`src/rtl/cistern_level_monitor.sv`:
```
// cistern_level_monitor: synchronises, debounces and decodes thermometer-coded float switches
// into a binary level with fault flagging. Alarm logic is built only with CISTERN_LEVEL_ALARM_EN.
module cistern_level_monitor #(
  parameter int N_FLOAT    = 8,
  parameter int DEB_CYCLES = 16,
  parameter int LOW_LVL    = 2,
  parameter int HIGH_LVL   = 7,
  parameter int HYST       = 1,
  localparam int LW        = $clog2(N_FLOAT + 1)
) (
  input  logic               clk,
  input  logic               rst,
  input  logic [N_FLOAT-1:0] floater,
  input  logic               fault_clr,
  output logic [LW-1:0]      level,
  output logic               level_valid,
  output logic               level_chg,
  output logic               fault,
  output logic               fault_sticky,
  output logic               low_alarm,
  output logic               high_alarm
);

  localparam int CW = $clog2(DEB_CYCLES + 1);
  localparam logic [CW-1:0] CNT_MAX  = CW'(DEB_CYCLES);
  localparam logic [CW-1:0] CNT_LAST = CW'(DEB_CYCLES - 1);

  typedef enum logic [1:0] {
    ST_INIT   = 2'd0,
    ST_NORMAL = 2'd1,
    ST_FAULT  = 2'd2
  } state_t;

  logic [N_FLOAT-1:0] r_sync1;
  logic [N_FLOAT-1:0] r_s;
  logic [N_FLOAT-1:0] r_cand;
  logic [CW-1:0]      r_cnt;
  state_t             r_state;
  logic [LW-1:0]      r_level;
  logic               r_level_valid;
  logic               r_level_chg;
  logic               r_fault_sticky;

  logic               w_commit;
  logic               w_is_thermo;
  logic [LW-1:0]      w_k;

  always_ff @(posedge clk or posedge rst) begin
    if (rst) begin
      r_sync1 <= '0;
      r_s     <= '0;
    end else begin
      r_sync1 <= floater;
      r_s     <= r_sync1;
    end
  end

  // cnt saturates at DEB_CYCLES, so the DEB_CYCLES-1 -> DEB_CYCLES step happens once per candidate.
  always_ff @(posedge clk or posedge rst) begin
    if (rst) begin
      r_cand <= '0;
      r_cnt  <= '0;
    end else if (r_s != r_cand) begin
      r_cand <= r_s;
      r_cnt  <= '0;
    end else if (r_cnt != CNT_MAX) begin
      r_cnt <= r_cnt + CW'(1);
    end
  end

  assign w_commit    = (r_s == r_cand) && (r_cnt == CNT_LAST);
  assign w_is_thermo = ((r_cand & (r_cand + N_FLOAT'(1))) == '0);

  always_comb begin
    w_k = '0;
    for (int i = 0; i < N_FLOAT; i++) begin
      w_k = w_k + LW'(r_cand[i]);
    end
  end

  always_ff @(posedge clk or posedge rst) begin
    if (rst) begin
      r_state        <= ST_INIT;
      r_level        <= '0;
      r_level_valid  <= 1'b0;
      r_level_chg    <= 1'b0;
      r_fault_sticky <= 1'b0;
    end else begin
      r_level_chg <= 1'b0;
      if (w_commit) begin
        if (w_is_thermo) begin
          r_state       <= ST_NORMAL;
          r_level       <= w_k;
          r_level_valid <= 1'b1;
          // The first accepted level always announces itself, even when it equals the reset value.
          r_level_chg   <= !r_level_valid || (w_k != r_level);
        end else begin
          r_state <= ST_FAULT;
        end
      end
      if (w_commit && !w_is_thermo) begin
        r_fault_sticky <= 1'b1;
      end else if (fault_clr) begin
        r_fault_sticky <= 1'b0;
      end
    end
  end

  assign level        = r_level;
  assign level_valid  = r_level_valid;
  assign level_chg    = r_level_chg;
  assign fault        = (r_state == ST_FAULT);
  assign fault_sticky = r_fault_sticky;

`ifdef CISTERN_LEVEL_ALARM_EN
  logic        r_low_alarm;
  logic        r_high_alarm;
  logic [31:0] w_k_ext;

  assign w_k_ext = {{(32 - LW){1'b0}}, w_k};

  always_ff @(posedge clk or posedge rst) begin
    if (rst) begin
      r_low_alarm  <= 1'b0;
      r_high_alarm <= 1'b0;
    end else if (w_commit && w_is_thermo) begin
      if (w_k_ext <= 32'(LOW_LVL)) begin
        r_low_alarm <= 1'b1;
      end else if (w_k_ext >= 32'(LOW_LVL + HYST)) begin
        r_low_alarm <= 1'b0;
      end
      if (w_k_ext >= 32'(HIGH_LVL)) begin
        r_high_alarm <= 1'b1;
      end else if (w_k_ext <= 32'(HIGH_LVL - HYST)) begin
        r_high_alarm <= 1'b0;
      end
    end
  end

  assign low_alarm  = r_low_alarm;
  assign high_alarm = r_high_alarm;
`else
  logic [31:0] w_unused_alarm_cfg;
  assign w_unused_alarm_cfg = 32'(LOW_LVL) ^ 32'(HIGH_LVL) ^ 32'(HYST);
  assign low_alarm  = 1'b0;
  assign high_alarm = 1'b0;
`endif

endmodule

```
`config.mk`:
```
export PLATFORM = sky130hd
export DESIGN_NAME = cistern_level_monitor
export DESIGN_NICKNAME = d
export VERILOG_FILES = /design/src/rtl/cistern_level_monitor.sv
export SDC_FILE = /design/constraint.sdc
export NUM_CORES = 1
export LEC_CHECK = 0
export BUFFER_PORTS_ARGS = -buffer_cell sky130_fd_sc_hd__buf_4
export CELL_PAD_IN_SITES_DETAIL_PLACEMENT = 1
export CELL_PAD_IN_SITES_GLOBAL_PLACEMENT = 2
export CORE_MARGIN = 5
export CORE_UTILIZATION = 40
export CTS_BUF_LIST = sky130_fd_sc_hd__clkbuf_4 sky130_fd_sc_hd__clkbuf_8
export DETAILED_ROUTE_END_ITERATION = 8
export PLACE_DENSITY = 0.78
export SYNTH_ARGS = -nofsm -noshare
export SYNTH_HDL_FRONTEND = slang
export SYNTH_SLANG_ARGS = --single-unit
```
`constraint.sdc`:
```
create_clock -name clk -period 4.5 [get_ports clk]
set_input_delay 0.45 -clock clk [delete_from_list [all_inputs] [get_ports clk]]
set_output_delay 0.45 -clock clk [all_outputs]
set_load 0.01 [all_outputs]
```
Word-level counts from Yosys, hierarchy flattened
Cells that the tools add are included.

operators by class
  add/subtract/negate cells = 9
  $mul = 0
  divide/modulo/power cells = 0
  magnitude comparators = 0
  eq/ne operators = 6
  shift operators = 0
  muxes and demuxes = 7
  bitwise logic cells = 1
  reductions and logical operators = 9

operators with widths
  operator                                                         count
  4-bit by 1-bit adder with 4-bit output                           4
  5-bit 2-to-1 mux                                                 2
  8-bit by 1-bit adder with 8-bit output, second input constant    1
  8-bit AND                                                        1
  8-bit == test                                                    1
  8-bit zero test                                                  1
  8-bit != test                                                    1
  5-bit by 1-bit adder with 5-bit output, second input constant    1
  5-bit by 4-bit == test with 1-bit output, second input constant  1
  5-bit != test, second input constant                             1
  3-bit by 1-bit adder with 4-bit output                           1
  1-bit 2-to-1 mux                                                 4
  4-bit != test                                                    1
  2-bit nonzero test                                               2
  2-bit by 1-bit adder with 3-bit output                           1
  1-bit by 1-bit adder with 2-bit output                           1
  2-bit == test, second input constant                             1
  1-bit logical AND                                                2
  1-bit zero test                                                  2
  2-bit 2-to-1 mux                                                 1
  2-bit AND reduction                                              1
  1-bit logical OR                                                 1

storage, ports and cells
  flip-flop bits (word level) = 38
  latch bits = 0
  RAM bits = 0
  bits in read-only memories = 0
  bits of input ports = 11
  output and inout bits = 10
  logic and storage cells = 41
  memories = 0

Logic depth before layout (Yosys ltp)
  depth after elaboration = 11
  depth in mapped cells = 10
  gate-level depth less buffers = 10

Least setup slack after synthesis
No wires, ideal clock.

  kind = flip-flop to flip-flop
  start point = reg r_cand[0]
  end point = reg r_level_chg, in the netlist level_chg
  setup time = 0.140 ns
  data arrival time = 3.006 ns
  data required time = 4.360 ns
  setup slack = 1.354 ns
  stages on the path, launching flop included = 11
  path buffers = 0
  clock period less this slack = 3.146 ns
  path through = dfrtp_1 inv_1 fa_1 fa_1 fa_1 inv_1 ha_1 fa_1 xor2_1 xnor2_1 a41oi_1

between the ends
  cells in the longest elaborated chain, start to end = 11
  elaborated cells between the ends (all ways) = 16
  those cells by class = add/sub: 8; eq/ne: 2; mux: 2; bitwise: 1; reduce/logical: 3

RTL lines
  element                                              line  text
  start: declaration                                   36    logic [N_FLOAT-1:0] r_cand;
  start signal: assignment                             64    r_cand <= r_s;
  1-bit by 1-bit adder with 2-bit output               77    w_k = w_k + LW'(r_cand[i]);
  2-bit by 1-bit adder with 3-bit output               77
  3-bit by 1-bit adder with 4-bit output               77
  4-bit by 1-bit adder with 4-bit output (4 in a row)  77
  4-bit != test                                        96    r_level_chg <= !r_level_valid || (w_k != r_level);
  1-bit logical OR                                     96
  1-bit 2-to-1 mux                                     91    if (w_is_thermo) begin
  1-bit 2-to-1 mux (*)                                 90    if (w_commit) begin
  end signal: assignment                               96
  end: declaration                                     41    logic r_level_chg;

Mark *: on every way between the ends. The rest lies on a longest branch, timed or not.
A chain may end at the register's enable or synchronous reset.

Worst setup path in the final report
  start point = reg r_cand[1]
  end point = reg r_level_chg, in the netlist level_chg

between the ends
  cells in the longest elaborated chain, start to end = 11
  elaborated cells between the ends (all ways) = 16
  those cells by class = add/sub: 8; eq/ne: 2; mux: 2; bitwise: 1; reduce/logical: 3

RTL lines
  element                                              line  text
  1-bit by 1-bit adder with 2-bit output               77
  2-bit by 1-bit adder with 3-bit output               77
  3-bit by 1-bit adder with 4-bit output               77
  4-bit by 1-bit adder with 4-bit output (4 in a row)  77
  via w_k[1]                                           46    logic [LW-1:0] w_k;
  4-bit != test                                        96
  1-bit logical OR                                     96
  1-bit 2-to-1 mux                                     91
  1-bit 2-to-1 mux                                     90

The timed path passes the listed nets, and every way through them passes these cells.

==> impl_metrics.prom <==
# TYPE chip_impl_metric gauge
chip_impl_info{name="netlist_top_cells_count",value="sky130_fd_sc_hd__dfrtp_1, sky130_fd_sc_hd__inv_1, sky130_fd_sc_hd__xor2_1"} 1
chip_impl_metric{name="numPortBuffers",unit=""} 18
chip_impl_metric{name="dr.pass1.iters",unit=""} 3
chip_impl_metric{name="numClockSinks",unit=""} 38
chip_impl_metric{name="setup_violations",unit=""} 0
chip_impl_info{name="setup.worst_path.end_class",value="flip-flop"} 1
chip_impl_metric{name="syn_inst",unit=""} 131
chip_impl_metric{name="postCtsHoldBufs",unit=""} 0
chip_impl_metric{name="slew_violations",unit=""} 0
chip_impl_info{name="synth.most_common_cell",value="sky130_fd_sc_hd__dfrtp_1"} 1
chip_impl_metric{name="viasPerCell",unit=""} 4.65
chip_impl_metric{name="yosys_register_bits",unit=""} 38
chip_impl_info{name="cp_cell_sequence",value="inv_1 -> fa_1 -> fa_1 -> fa_1 -> inv_1 -> ha_1 -> fa_1 -> xor2_1 -> nor2_1 -> a41oi_1"} 1
chip_impl_metric{name="grt_pass1_vias",unit=""} 1046
chip_impl_metric{name="worstSkewPairLatency",unit="ps"} 290
chip_impl_metric{name="leakagePower",unit="nW"} 1.00
chip_impl_metric{name="fmax",unit="GHz"} 0.304
chip_impl_metric{name="timing.reg2reg.setup_slack",unit="ps"} 1210
chip_impl_metric{name="floorplan.die.height",unit="µm"} 74.4
chip_impl_metric{name="synth_cell_type_count",unit=""} 28
chip_impl_info{name="cp_common_cell",value="sky130_fd_sc_hd__fa_1"} 1
chip_impl_metric{name="area_growth",unit="%"} 18.2
chip_impl_metric{name="fillCellCount",unit=""} 413
chip_impl_metric{name="post-synth-top-area-fraction",unit=""} 0.573
chip_impl_metric{name="combinationalPowerShare",unit=""} 0.105
chip_impl_metric{name="path_max_fanout",unit=""} 5
chip_impl_metric{name="avgRoutedWirePerCell",unit="µm"} 13.6
chip_impl_info{name="critPathTopFamily",value="adder cells"} 1
chip_impl_metric{name="async_flop_share",unit=""} 1.00
chip_impl_metric{name="met3_wire_length",unit="µm"} 132
chip_impl_info{name="post_synth_main_area_contributors",value="sky130_fd_sc_hd__dfrtp_1, sky130_fd_sc_hd__xor2_1, sky130_fd_sc_hd__ha_1"} 1
chip_impl_metric{name="hold_viol",unit=""} 0
chip_impl_metric{name="worst_slew_pin_slew",unit="ps"} 530
chip_impl_metric{name="worstPathBufferInverterCount",unit=""} 2
chip_impl_info{name="cts_tree",value="done"} 1
chip_impl_metric{name="reg2regPathDepth",unit=""} 10
chip_impl_info{name="setup.worst_path.class",value="flip-flop to flip-flop"} 1
chip_impl_info{name="root_buffer",value="sky130_fd_sc_hd__clkbuf_8"} 1
chip_impl_metric{name="nNetsFinal",unit=""} 171
chip_impl_metric{name="grt_first_pass_wirelength",unit="µm"} 4910
chip_impl_info{name="cp_slowest_cell",value="sky130_fd_sc_hd__fa_1"} 1
chip_impl_metric{name="clock_skew",unit="ps"} 4.51
chip_impl_info{name="worstHoldStart",value="floater[4]"} 1
chip_impl_metric{name="layout_worst_path_cycle_share",unit=""} 0.731
chip_impl_metric{name="timing.critical_path.arrival",unit="ps"} 3490
chip_impl_metric{name="detail_route.wirelength.met1",unit="µm"} 1060
chip_impl_metric{name="fin_tns_setup",unit="ps"} 0
chip_impl_metric{name="avg_synthesized_cell_area",unit="µm²"} 12.7
chip_impl_metric{name="final_antenna_net_count",unit=""} 0
chip_impl_info{name="post-synth-top-area-cell",value="sky130_fd_sc_hd__dfrtp_1"} 1
chip_impl_metric{name="cp_num_cells",unit=""} 10
chip_impl_metric{name="ir_worst_vdd",unit="mV"} 0.231
chip_impl_metric{name="die_w",unit="µm"} 74.4
chip_impl_metric{name="numCtsBuffers",unit=""} 5
chip_impl_metric{name="dp_hpwl",unit="µm"} 1930
chip_impl_metric{name="post-route-drc-count",unit=""} 0
chip_impl_metric{name="ys.warnings.count",unit=""} 0
chip_impl_metric{name="routabilityCongestion",unit=""} 0.727
chip_impl_metric{name="crit_required",unit="ps"} 4700
chip_impl_metric{name="cts_post_setup_buffers_inserted",unit=""} 0
chip_impl_metric{name="worst_slew_margin",unit=""} 0.644
chip_impl_info{name="holdCritPathClass",value="input port to flip-flop"} 1
chip_impl_metric{name="wirelength_routed",unit="µm"} 2700
chip_impl_metric{name="cellPowerDensity",unit="nW/µm²"} 402
chip_impl_metric{name="instances_no_fill",unit=""} 199
chip_impl_metric{name="synth_enable_flop_cells",unit=""} 0
chip_impl_metric{name="seq_power_share",unit=""} 0.456
chip_impl_metric{name="grt.overflow.total",unit=""} 0
chip_impl_metric{name="power.net_switching",unit="W"} 0.000177
chip_impl_metric{name="cts_max_path_buffers",unit=""} 2
chip_impl_info{name="crit_path_start_kind",value="flip-flop"} 1
chip_impl_metric{name="grt_max_degree",unit=""} 39
chip_impl_metric{name="clkPwrFrac",unit=""} 0.439
chip_impl_metric{name="core_region_area",unit="µm²"} 4000
chip_impl_info{name="uppermost_signal_routing_layer_after_detailed_routing",value="met4"} 1
chip_impl_metric{name="dr.first_iter.drc_count",unit=""} 11
chip_impl_metric{name="cts.reportedPaths.clkPinSlew",unit="ps"} 80
chip_impl_metric{name="place_inst",unit=""} 191
chip_impl_metric{name="h-tree-depth",unit=""} 2
chip_impl_metric{name="drv.max_cap_violation_count",unit=""} 0
chip_impl_metric{name="pin_count",unit=""} 21
chip_impl_metric{name="grt_antenna_before_repair",unit=""} 0
chip_impl_info{name="grt_setup_unrepaired",value="false"} 1
chip_impl_metric{name="global_route.usage.total",unit=""} 0.122
chip_impl_info{name="ys.flop_type",value="sky130_fd_sc_hd__dfrtp_1"} 1
chip_impl_metric{name="route.vias.total",unit=""} 925
chip_impl_metric{name="routed-wl-met2",unit="µm"} 1450
chip_impl_metric{name="initial_core_util",unit=""} 0.415
chip_impl_metric{name="final_layout_size_suffix_gt1_frac",unit=""} 0.235
chip_impl_info{name="result_of_the_run",value="finished, final reports clean"} 1
chip_impl_metric{name="cell_int_power",unit="W"} 0.000612
chip_impl_metric{name="min_period",unit="ps"} 3290
chip_impl_info{name="critPathLaunch",value="r_cand[1]$_DFFE_PP0N_"} 1
chip_impl_metric{name="synthesis.area",unit="µm²"} 1660
chip_impl_metric{name="floorplan.rows",unit=""} 23
chip_impl_metric{name="synth_sequential_area_ratio",unit=""} 0.573
chip_impl_info{name="crit-reg2reg-launch",value="r_cand[1]$_DFFE_PP0N_"} 1
chip_impl_metric{name="cts_resized",unit=""} 0
chip_impl_metric{name="antenna-diode-count",unit=""} 0
chip_impl_metric{name="critical-path-max-stage-delay",unit="ps"} 580
chip_impl_info{name="rr_endpoint",value="level_chg$_DFF_PP0_"} 1
chip_impl_metric{name="die_area",unit="µm²"} 5540
chip_impl_metric{name="power.switching_fraction",unit=""} 0.225
chip_impl_info{name="crit_path_end",value="level_chg$_DFF_PP0_"} 1
==> metrics by stage <==
| stage | utilization | hold WS (ps) | setup slack [ps] | total power [W] | area, µm² |
|---|---|---|---|---|---|
| 2_1_floorplan | - | 331 | 1350 | 0.000431 | 1660 |
| 3_3_place_gp | 0.456 | 333 | 1290 | 0.000446 | 1820 |
| 4_1_cts | 0.490 | 250 | 1180 | 0.000803 | 1960 |
| 5_1_grt | 0.490 | 244 | 1040 | 0.000831 | 1960 |
| 6_report | 0.490 | 261 | 1210 | 0.000789 | 1960 |
| 3_5_place_dp | 0.456 | 336 | 1210 | 0.000451 | 1820 |
==> per-layer routing <==
metal / GRT usage / up-vias
met4: 0.0534 / 0
li1: - / 437
met3: 0.0338 / 6
met2: 0.209 / 18
met5: 0 / -
met1: 0.142 / 464
==> how the worst min path moves through the flow <==
stage,to,slack [ps],cells after the start
6_report,r_sync1[4]$_DFF_PP0_,260,1
3_3_place_gp,r_s[6]$_DFF_PP0_,330,0
2_1_floorplan,r_s[0]$_DFF_PP0_,330,0
5_1_grt,r_sync1[7]$_DFF_PP0_,240,1
4_1_cts,r_sync1[5]$_DFF_PP0_,250,1
3_5_place_dp,r_s[6]$_DFF_PP0_,340,0
==> power by group through the flow <==
stage,Combinational (W),Clock [W],Sequential (W)
5_1_grt,0.0000970,0.000372,0.000362
6_report,0.0000825,0.000347,0.000360
2_1_floorplan,0.0000663,0,0.000365
3_3_place_gp,0.0000804,0,0.000366
4_1_cts,0.0000854,0.000358,0.000360
3_5_place_dp,0.0000843,0,0.000367
==> registers in the layout, indices dropped and copies added (netlist names) <==
signal / cells
fault_sticky: 1
level: 4
level_chg: 1
level_valid: 1
r_cand: 8
r_cnt: 5
r_s: 8
r_state: 2
r_sync1: 8
==> area by class of cell <==
cell class	count	area (µm²)	share of cell area
clock buffer	5	68.8	0.0351
clock inverter	3	68.8	0.0351
inverter	19	71.3	0.0364
multi-input combinational	65	597	0.304
sequential	38	951	0.485
tap	50	62.6	0.0319
timing repair buffer	19	143	0.0727
==> cell families (layout without fill, tap and decap cells) <==
kind of cell | after synthesis | after routing | synth area share
muxes | 6 | 6 | 0.0482
adders and majority gates | 12 | 12 | 0.109
buffers and inverters | 29 | 46 | 0.0701
xor gates and xnor gates | 16 | 16 | 0.0844
DFF | 38 | 38 | 0.573
other | 1 | 2 | 0.00226
AOI/OAI and AO/OA | 8 | 8 | 0.0309
and+or+nand+nor | 21 | 21 | 0.0829
==> cells in the final DEF, fill, tap and decap left out, types with 3 or more instances in the layout <==
cell and instances:
sky130_fd_sc_hd__mux2_4 4, sky130_fd_sc_hd__inv_1 19, sky130_fd_sc_hd__clkbuf_8 5, sky130_fd_sc_hd__ha_1 8, sky130_fd_sc_hd__dfrtp_1 38, sky130_fd_sc_hd__xnor2_1 4, sky130_fd_sc_hd__buf_4 19, sky130_fd_sc_hd__nor3_1 3
sky130_fd_sc_hd__nand2_1 3, sky130_fd_sc_hd__nor2_1 5, sky130_fd_sc_hd__xor2_1 12, sky130_fd_sc_hd__fa_1 4
(Power assumes the default switching activity.)
